**config.mk**
```make
export PLATFORM = sky130hd
export DESIGN_NAME = stream_arb_mux
export DESIGN_NICKNAME = d
export VERILOG_FILES = /design/src/rtl/stream_arb_mux.sv
export SDC_FILE = /design/constraint.sdc
export NUM_CORES = 1
export LEC_CHECK = 0
export ABC_AREA = 1
export CAP_MARGIN = 20
export CORE_MARGIN = 2
export CORE_UTILIZATION = 30
export CTS_BUF_LIST = sky130_fd_sc_hd__clkbuf_2 sky130_fd_sc_hd__clkbuf_4 sky130_fd_sc_hd__clkbuf_8
export DETAILED_ROUTE_END_ITERATION = 10
export PLACE_DENSITY_LB_ADDON = 0.08
export SYNTH_ARGS = -nofsm -noshare
export SYNTH_HDL_FRONTEND = slang
export SYNTH_SLANG_ARGS = --single-unit
```
**constraint.sdc**
```tcl
create_clock -name clk -period 2.5 [get_ports clk]
set_clock_uncertainty 0.05 [all_clocks]
set_input_delay 0.5 -clock clk [delete_from_list [all_inputs] [get_ports clk]]
set_output_delay 0.5 -clock clk [all_outputs]
set_load 0.005 [all_outputs]
```
**src/rtl/stream_arb_mux.sv**
```systemverilog
// stream_arb_mux
// N-channel valid/ready stream multiplexer with internal arbitration.
// MODE 0 = round-robin, MODE 1 = fixed priority (lowest index wins).
// A channel that wins keeps the output until its last beat is accepted.
// The output stream is held in a single register slot.
module stream_arb_mux #(
  parameter int DATA_WIDTH = 8,
  parameter int NUM_CH     = 4,
  parameter int MODE       = 0,
  localparam int CH_W      = (NUM_CH > 1) ? $clog2(NUM_CH) : 1
) (
  input  logic                         clk,
  input  logic                         rst,
  input  logic [NUM_CH*DATA_WIDTH-1:0] in_data,
  input  logic [NUM_CH-1:0]            in_valid,
  input  logic [NUM_CH-1:0]            in_last,
  output logic [NUM_CH-1:0]            in_ready,
  output logic [DATA_WIDTH-1:0]        out_data,
  output logic                         out_valid,
  output logic                         out_last,
  output logic [CH_W-1:0]              out_ch,
  input  logic                         out_ready
);

  typedef enum logic [0:0] {
    ST_IDLE   = 1'b0,
    ST_LOCKED = 1'b1
  } state_t;

  // Arbiter state
  state_t          state_r;
  state_t          state_n_s;
  logic [CH_W-1:0] gnt_r;
  logic [CH_W-1:0] gnt_n_s;
  logic [CH_W-1:0] ptr_r;
  logic [CH_W-1:0] ptr_n_s;

  // Winner search
  logic [CH_W-1:0] start_s;
  logic [CH_W:0]   sum_s;
  logic [CH_W-1:0] idx_s;
  logic [CH_W-1:0] win_s;
  logic            win_found_s;

  // Current grant and handshake
  logic [CH_W-1:0]       cur_s;
  logic                  cur_active_s;
  logic                  cur_valid_s;
  logic                  cur_last_s;
  logic [DATA_WIDTH-1:0] cur_data_s;
  logic [CH_W-1:0]       ptr_inc_s;
  logic                  space_s;
  logic                  xfer_s;

  // Output register slot
  logic [DATA_WIDTH-1:0] out_data_r;
  logic                  out_valid_r;
  logic                  out_last_r;
  logic [CH_W-1:0]       out_ch_r;

  assign out_data  = out_data_r;
  assign out_valid = out_valid_r;
  assign out_last  = out_last_r;
  assign out_ch    = out_ch_r;

  // The slot can accept a word if it is empty or being drained this cycle.
  assign space_s = ~out_valid_r | out_ready;

  // Find the first valid channel, scanning upward from ptr (round-robin) or from 0 (priority).
  always_comb begin
    win_s       = '0;
    win_found_s = 1'b0;
    sum_s       = '0;
    idx_s       = '0;
    start_s     = (MODE == 0) ? ptr_r : '0;
    for (int i = 0; i < NUM_CH; i++) begin
      sum_s = {1'b0, start_s} + (CH_W+1)'(i);
      if (sum_s >= (CH_W+1)'(NUM_CH)) begin
        idx_s = CH_W'(sum_s - (CH_W+1)'(NUM_CH));
      end else begin
        idx_s = CH_W'(sum_s);
      end
      if (!win_found_s && in_valid[idx_s]) begin
        win_found_s = 1'b1;
        win_s       = idx_s;
      end else begin
        win_found_s = win_found_s;
      end
    end
  end

  // While locked the held grant owns the output; otherwise the fresh winner does.
  assign cur_s        = (state_r == ST_LOCKED) ? gnt_r : win_s;
  assign cur_active_s = (state_r == ST_LOCKED) | win_found_s;

  // Route the granted channel's valid, last and data onto the shared path.
  always_comb begin
    cur_valid_s = 1'b0;
    cur_last_s  = 1'b0;
    cur_data_s  = '0;
    for (int k = 0; k < NUM_CH; k++) begin
      if (cur_s == CH_W'(k)) begin
        cur_valid_s = in_valid[k];
        cur_last_s  = in_last[k];
        cur_data_s  = in_data[k*DATA_WIDTH +: DATA_WIDTH];
      end else begin
        cur_valid_s = cur_valid_s;
      end
    end
  end

  assign xfer_s    = space_s & cur_active_s & cur_valid_s;
  assign ptr_inc_s = (cur_s == CH_W'(NUM_CH - 1)) ? '0 : cur_s + CH_W'(1);

  // Raise ready only on the granted channel, and never while reset is asserted.
  always_comb begin
    in_ready = '0;
    for (int k = 0; k < NUM_CH; k++) begin
      if (!rst && space_s && cur_active_s && (cur_s == CH_W'(k))) begin
        in_ready[k] = 1'b1;
      end else begin
        in_ready[k] = 1'b0;
      end
    end
  end

  // Next-state logic: lock on a non-last beat, release on the owner's last beat.
  always_comb begin
    state_n_s = state_r;
    gnt_n_s   = gnt_r;
    ptr_n_s   = ptr_r;
    case (state_r)
      ST_IDLE: begin
        if (xfer_s && !cur_last_s) begin
          state_n_s = ST_LOCKED;
          gnt_n_s   = cur_s;
        end else if (xfer_s && cur_last_s) begin
          state_n_s = ST_IDLE;
          ptr_n_s   = (MODE == 0) ? ptr_inc_s : ptr_r;
        end else begin
          state_n_s = ST_IDLE;
        end
      end
      ST_LOCKED: begin
        if (xfer_s && cur_last_s) begin
          state_n_s = ST_IDLE;
          ptr_n_s   = (MODE == 0) ? ptr_inc_s : ptr_r;
        end else begin
          state_n_s = ST_LOCKED;
        end
      end
      default: begin
        state_n_s = ST_IDLE;
        gnt_n_s   = '0;
        ptr_n_s   = '0;
      end
    endcase
  end

  // Arbiter state register; reset discards any packet in progress.
  always_ff @(posedge clk or posedge rst) begin
    if (rst) begin
      state_r <= ST_IDLE;
      gnt_r   <= '0;
      ptr_r   <= '0;
    end else begin
      state_r <= state_n_s;
      gnt_r   <= gnt_n_s;
      ptr_r   <= ptr_n_s;
    end
  end

  // Output slot: load on input transfer, clear valid on drain, otherwise hold.
  always_ff @(posedge clk or posedge rst) begin
    if (rst) begin
      out_data_r  <= '0;
      out_valid_r <= 1'b0;
      out_last_r  <= 1'b0;
      out_ch_r    <= '0;
    end else if (xfer_s) begin
      out_data_r  <= cur_data_s;
      out_valid_r <= 1'b1;
      out_last_r  <= cur_last_s;
      out_ch_r    <= cur_s;
    end else if (out_ready) begin
      out_valid_r <= 1'b0;
    end else begin
      out_valid_r <= out_valid_r;
    end
  end

endmodule
```
# Word level (Yosys, flattened, before mapping)
# Cells that the tools add are included.
# classes
n_bitwise	6
reduce_logical	19
n_addsub	8
eq_ne	4
muxes	46
order_cmp	8
# op_table
operator	count
8-bit 2-to-1 mux	4
1-bit 2-to-1 mux	24
2-bit 2-to-1 mux	12
2-bit by 3-bit < comparator with 1-bit output (second input constant)	4
1-bit logical AND	11
3-bit >= comparator (second input constant)	3
1-bit binary-select mux with 2-bit select	4
2-bit by 1-bit subtractor with 2-bit output (second input constant)	4
2-bit by 2-bit adder with 3-bit output (second input constant)	2
1-bit zero test	5
2-bit == test (second input constant)	2
2-bit case mux with 2 select lines	1
2-bit by 1-bit adder with 3-bit output (second input constant)	1
2-bit by 3-bit >= comparator with 1-bit output (second input constant)	1
2-bit by 1-bit adder with 2-bit output (second input constant)	1
1-bit AND	2
2-bit by 1-bit == test with 1-bit output (second input constant)	1
2-bit zero test	1
2-bit != test (second input constant)	1
1-bit inverter	2
1-bit bitwise OR	2
1-bit case mux with 2 select lines	1
2-bit AND reduction	1
2-bit nonzero test	1
# word_totals
out_inout_bits	16
word_cells	98
ff_bits	17

# Depth between registers and ports, before layout
# depth
ltp_word	25
ltp_mapped	24

# Worst setup path after synthesis
# OpenSTA, ideal clock, no wires.
# synth_path
path_type	input -> register
start	in in_valid[0]
end	reg gnt_r[0]
slack_ps	-80
required_time_ps	2329
setup_time_ps	121
arrival_time_ps	2409
stages	19
n_path_buf	1
path_cell_list	inv_1 > nand2_2 > nand3_1 > nand2_2 > nor2_8 > nand3_4 > and2_4 > nand2_4 > inv_2 > ha_1 > buf_2 > nand2_1 > o21ai_0 > nand2_1 > nand2_1 > o21ai_0 > nand4_2 > o21bai_1 > nand2_1
# synth_between
elab_chain_len	21
word_cells_on_any_way	41
cone_classes	eq/ne: 3; mux: 25; bitwise: 3; reduce/logical: 10
# synth_lines
element	line_no	text
from (decl)	15	input logic [NUM_CH-1:0] in_valid,
1-bit binary-select mux with 2-bit select	83	if (!win_found_s && in_valid[idx_s]) begin
1-bit 2-to-1 mux (not written as such)	83	
1-bit 2-to-1 mux	83	
1-bit zero test	83	
1-bit logical AND	83	
1-bit 2-to-1 mux	83	
1-bit zero test	83	
1-bit logical AND	83	
[... 3 more ...]	n/a	
2-bit 2-to-1 mux *	83	
2-bit 2-to-1 mux *	93	assign cur_s = (state_r == ST_LOCKED) ? gnt_r : win_s;
via cur_s[0]	46	logic [CH_W-1:0] cur_s;
2-bit zero test	102	if (cur_s == CH_W'(k)) begin
1-bit 2-to-1 mux (4 in a row)	102	
1-bit AND or 1-bit zero test (tied branches)	112, 134	
1-bit logical AND	134	if (xfer_s && !cur_last_s) begin
2-bit AND reduction (no line)	n/a	
to (signal assigned)	168	gnt_r <= gnt_n_s;
to (decl)	33	logic [CH_W-1:0] gnt_r;
# Mark *: on every way through the listed nets, which the timed path passes. The rest lies on a longest branch. The select of a mux whose other input is x is not followed.
# A chain may end at the register's enable or synchronous reset.

# Final worst setup path
# layout_path
start	in in_valid[3]
end	out in_ready[0]
# layout_between
elab_chain_len	16
word_cells_on_any_way	28
cone_classes	mux: 18; bitwise: 1; reduce/logical: 9
# layout_lines
element	line_no	text
1-bit binary-select mux with 2-bit select	83	
1-bit 2-to-1 mux (not written as such)	83	
1-bit 2-to-1 mux	83	
1-bit zero test	83	
1-bit logical AND	83	
1-bit 2-to-1 mux	83	
1-bit zero test	83	
1-bit logical AND	83	
1-bit 2-to-1 mux	83	
1-bit zero test	83	
1-bit logical AND	83	
2-bit 2-to-1 mux *	83	
2-bit 2-to-1 mux *	93	
via cur_s[1]	46	
2-bit zero test *	119	if (!rst && space_s && cur_active_s && (cur_s == CH_W'(k))) begin
1-bit logical AND *	119	
1-bit 2-to-1 mux *	119	
to (decl)	17	output logic [NUM_CH-1:0] in_ready,
# Marks and branches as above.

==> results.md <==
- Final setup margin: -263.6 ps
- CTS tree: done
- Critical Path Source Type: primary input
- Initial Util: 31.21%
- Syn Std Cell Area: 1474 um^2
- Drt wl/cell: 12.37 um
- DRT Wirelength: 4.736 mm
- CP required: 1950 ps
- Main flop type after synthesis: dfrtp_1
- Die span in y: 74.10 um
- Synthesized area per cell: 6.920 um^2
- Fin. max-slew vios: 0
- Largest area contributor in the netlist: dfrtp_1
- 1st-iter DRT viols: 34
- Minimum clock period: 2764 ps
- Slowest-stage cell, CP: dlygate4sd2_1
- Highest Clock Rate: 0.3618 GHz
- First-pass GRT wire length: 7.507 mm
- Post-route ant nets: 0
- Setup CP Type: primary input to output pin
- Vias in the first global route: 1,596
- Post-Synthesis Cells: 213
- Via count: 1,676
- Area Growth Syn to Fin: 93.55%
- Placer congestion estimate: 0.8701
- Final setup fails: 21
- CP Max Fanout: 3
- CP peak stage delay: 310 ps
- Max Buffers Root-to-Sink: 2
- Cts bufs inserted: 3
- Number of max-cap violations: 0
- Clk_lat worst skew: 250 ps
- Core box area: 4723 um^2
- Die Span X: 74.10 um
- Layout fillers: 412
- Worst slew pin tran: 220.8 ps
- Post-synthesis net count: 260
- Period utilisation layout: 110.5%
- Antenna violations before repair: 0
- Post-synth top area share: 28.86%
- DP Worst Slack: -788.3 ps
- Number of top-level pins: 59
- Row count: 25
- RSZ-0062 raised after global routing: yes
- Most Frequent Cell on Critical Path: inv_1
- CP Cell Sequence: dlygate4sd2_1, inv_1, nand2_2, nand3_2, o21ai_2, inv_2, nand3_2, nand2_1, inv_1, nand2_2, nand2_4, inv_4, ha_4, buf_4, inv_1, nor2_1, buf_2
- HPWL after DPL: 3.419 mm
- Relative slew slack: 85.13%
- Via density: 4.376
- Die area: 5490 um^2
- All-layer global routing usage: 17.55%
- Sequential fraction of the synthesis area: 28.86%
- Diode count: 0
- Pin count of the biggest net entering global routing: 19
- Area contributors post-synth: dfrtp_1 (29%), nand2_1 (23%), o211ai_2 (6.8%)
- H-Tree Depth: 1
- CTS clock-pin slew for the worst setup and hold paths: 60 ps
- Clock Root Buffer: clkbuf_8
- Port buffer count: 58
- Cell variety after synth: 27
- Fin nets: 364
- Total grt overflow: 0
- Hold WS: 440.6 ps
- Setup crit end kind: output pin
- Asr flop ratio synth: 100.0%
- Fin. Hold Viols: 0
- EDFF count, synth: 0
- Failing checks: setup timing
- DRT Pass-1 Iters: 4
- Status: finished, violations left
- Worst hold path type: register to register
- Crit path DAT: 2210 ps
- Yosys warns: 0
- Clock tree sinks: 17
- Layout cells sized above 1: 46.20%
- Drc violations: 0
- CTS Hold Bufs: 0
- Count of state elements after synthesis: 17
- Fin util: 60.40%
Yosys cell counts, types with 2 or more instances:
| master | instances |
|---|---|
| o21ai_2 | 2 |
| o21bai_1 | 2 |
| buf_4 | 2 |
| nand2_2 | 10 |
| nand3_4 | 2 |
| ha_1 | 4 |
| a21oi_1 | 10 |
| dfrtp_1 | 17 |
| inv_2 | 3 |
| o21ai_0 | 14 |
| buf_2 | 2 |
| o211ai_2 | 8 |
| nand2_1 | 91 |
| inv_1 | 20 |
| nand3_1 | 10 |
| nor2_1 | 5 |
worst max-delay path: cells and delay by family:
kind | cells | cell delay [ps]
buf+inv | 8 | 920
compound gates | 1 | 90
fa+ha+maj | 1 | 160
simple gates | 7 | 550
area by class of cell:
class	instances	area, um^2	area share (%)
inverter	25	132.6	4.649
multi-input combinational	165	1179	41.32
sequential	17	426.7	14.96
timing repair buffer	104	975.9	34.21
tap	67	83.83	2.939
clock buffer	4	48.80	1.711
timing repair inverter	1	6.256	0.2193
state kept, by name (all words and copies together) (netlist names), named ones only:
name / flops
out_data: 8
gnt_r: 2
out_valid: 1
out_ch: 2
out_last: 1
ptr_r: 2
kinds of logic after synthesis:
family,count (synthesis),synth area share [%]
simple gates,124,39.22
flops,17,28.86
buf+inv,31,10.87
fa+ha+maj,4,3.396
compound gates,37,17.66
path summary, 6_finish.rpt:
path	slack, ps	endpoint	cells past startpoint	startpoint
min reg2reg	440	out_data[2]$_DFFE_PP0N_	2	out_data[2]$_DFFE_PP0N_
max in group asynchronous	1630	ptr_r[0]$_DFFE_PP0P_	3	rst
min in group asynchronous	570	out_ch[1]$_DFFE_PP0N_	3	rst
max	-260	in_ready[0]	17	in_valid[3]
max reg2reg	-220	out_data[4]$_DFFE_PP0N_	22	ptr_r[0]$_DFFE_PP0P_
min	440	out_data[2]$_DFFE_PP0N_	2	out_data[2]$_DFFE_PP0N_
per-layer routing:
metal | part of all wire [%] | GRT usage (%) | vias up | wire length [um]
met5 | 0 | 0 | - | 0
met2 | 43 | 27.08 | 39 | 2023
met3 | 5.1 | 1.897 | 8 | 241
li1 | - | - | 882 | -
met1 | 50 | 26.25 | 747 | 2389
met4 | 1.7 | 4.242 | 0 | 81
cell usage in the layout, fill, tap and decap left out, types with 4 or more instances in the layout:
cell type / count
ha_4: 4
nand2_1: 60
o211ai_2: 8
inv_4: 4
clkdlybuf4s50_1: 50
buf_2: 4
dfrtp_1: 16
buf_4: 33
dlygate4sd2_1: 4
nand3_2: 7
nand2_2: 29
buf_6: 10
o21ai_1: 5
inv_2: 6
nand2_4: 12
o21ai_0: 7
inv_1: 12
a21oi_1: 8
metrics by stage:
| step | setup TNS, ps | instances | cell area (um^2) |
|---|---|---|---|
| after CTS | -3815 | 376 | 2671 |
| after detailed placement | -15390 | 358 | 2280 |
| final | -4450 | 383 | 2853 |
| after global placement | -14590 | 358 | 2280 |
| after global routing | -7869 | 383 | 2853 |
| after floorplan | -44.38 | 213 | 1483 |
what timing repair did:
action                                  in CTS  in global routing
buffers inserted                            13                  7
endpoints found under the setup margin      21                 21
gates cloned                                 1                  0
resized for setup                           94                 35
pin swaps                                   31                 31
Power is not shown: default switching activity piles up to over one toggle a cycle in this logic, so the estimate is an artifact.
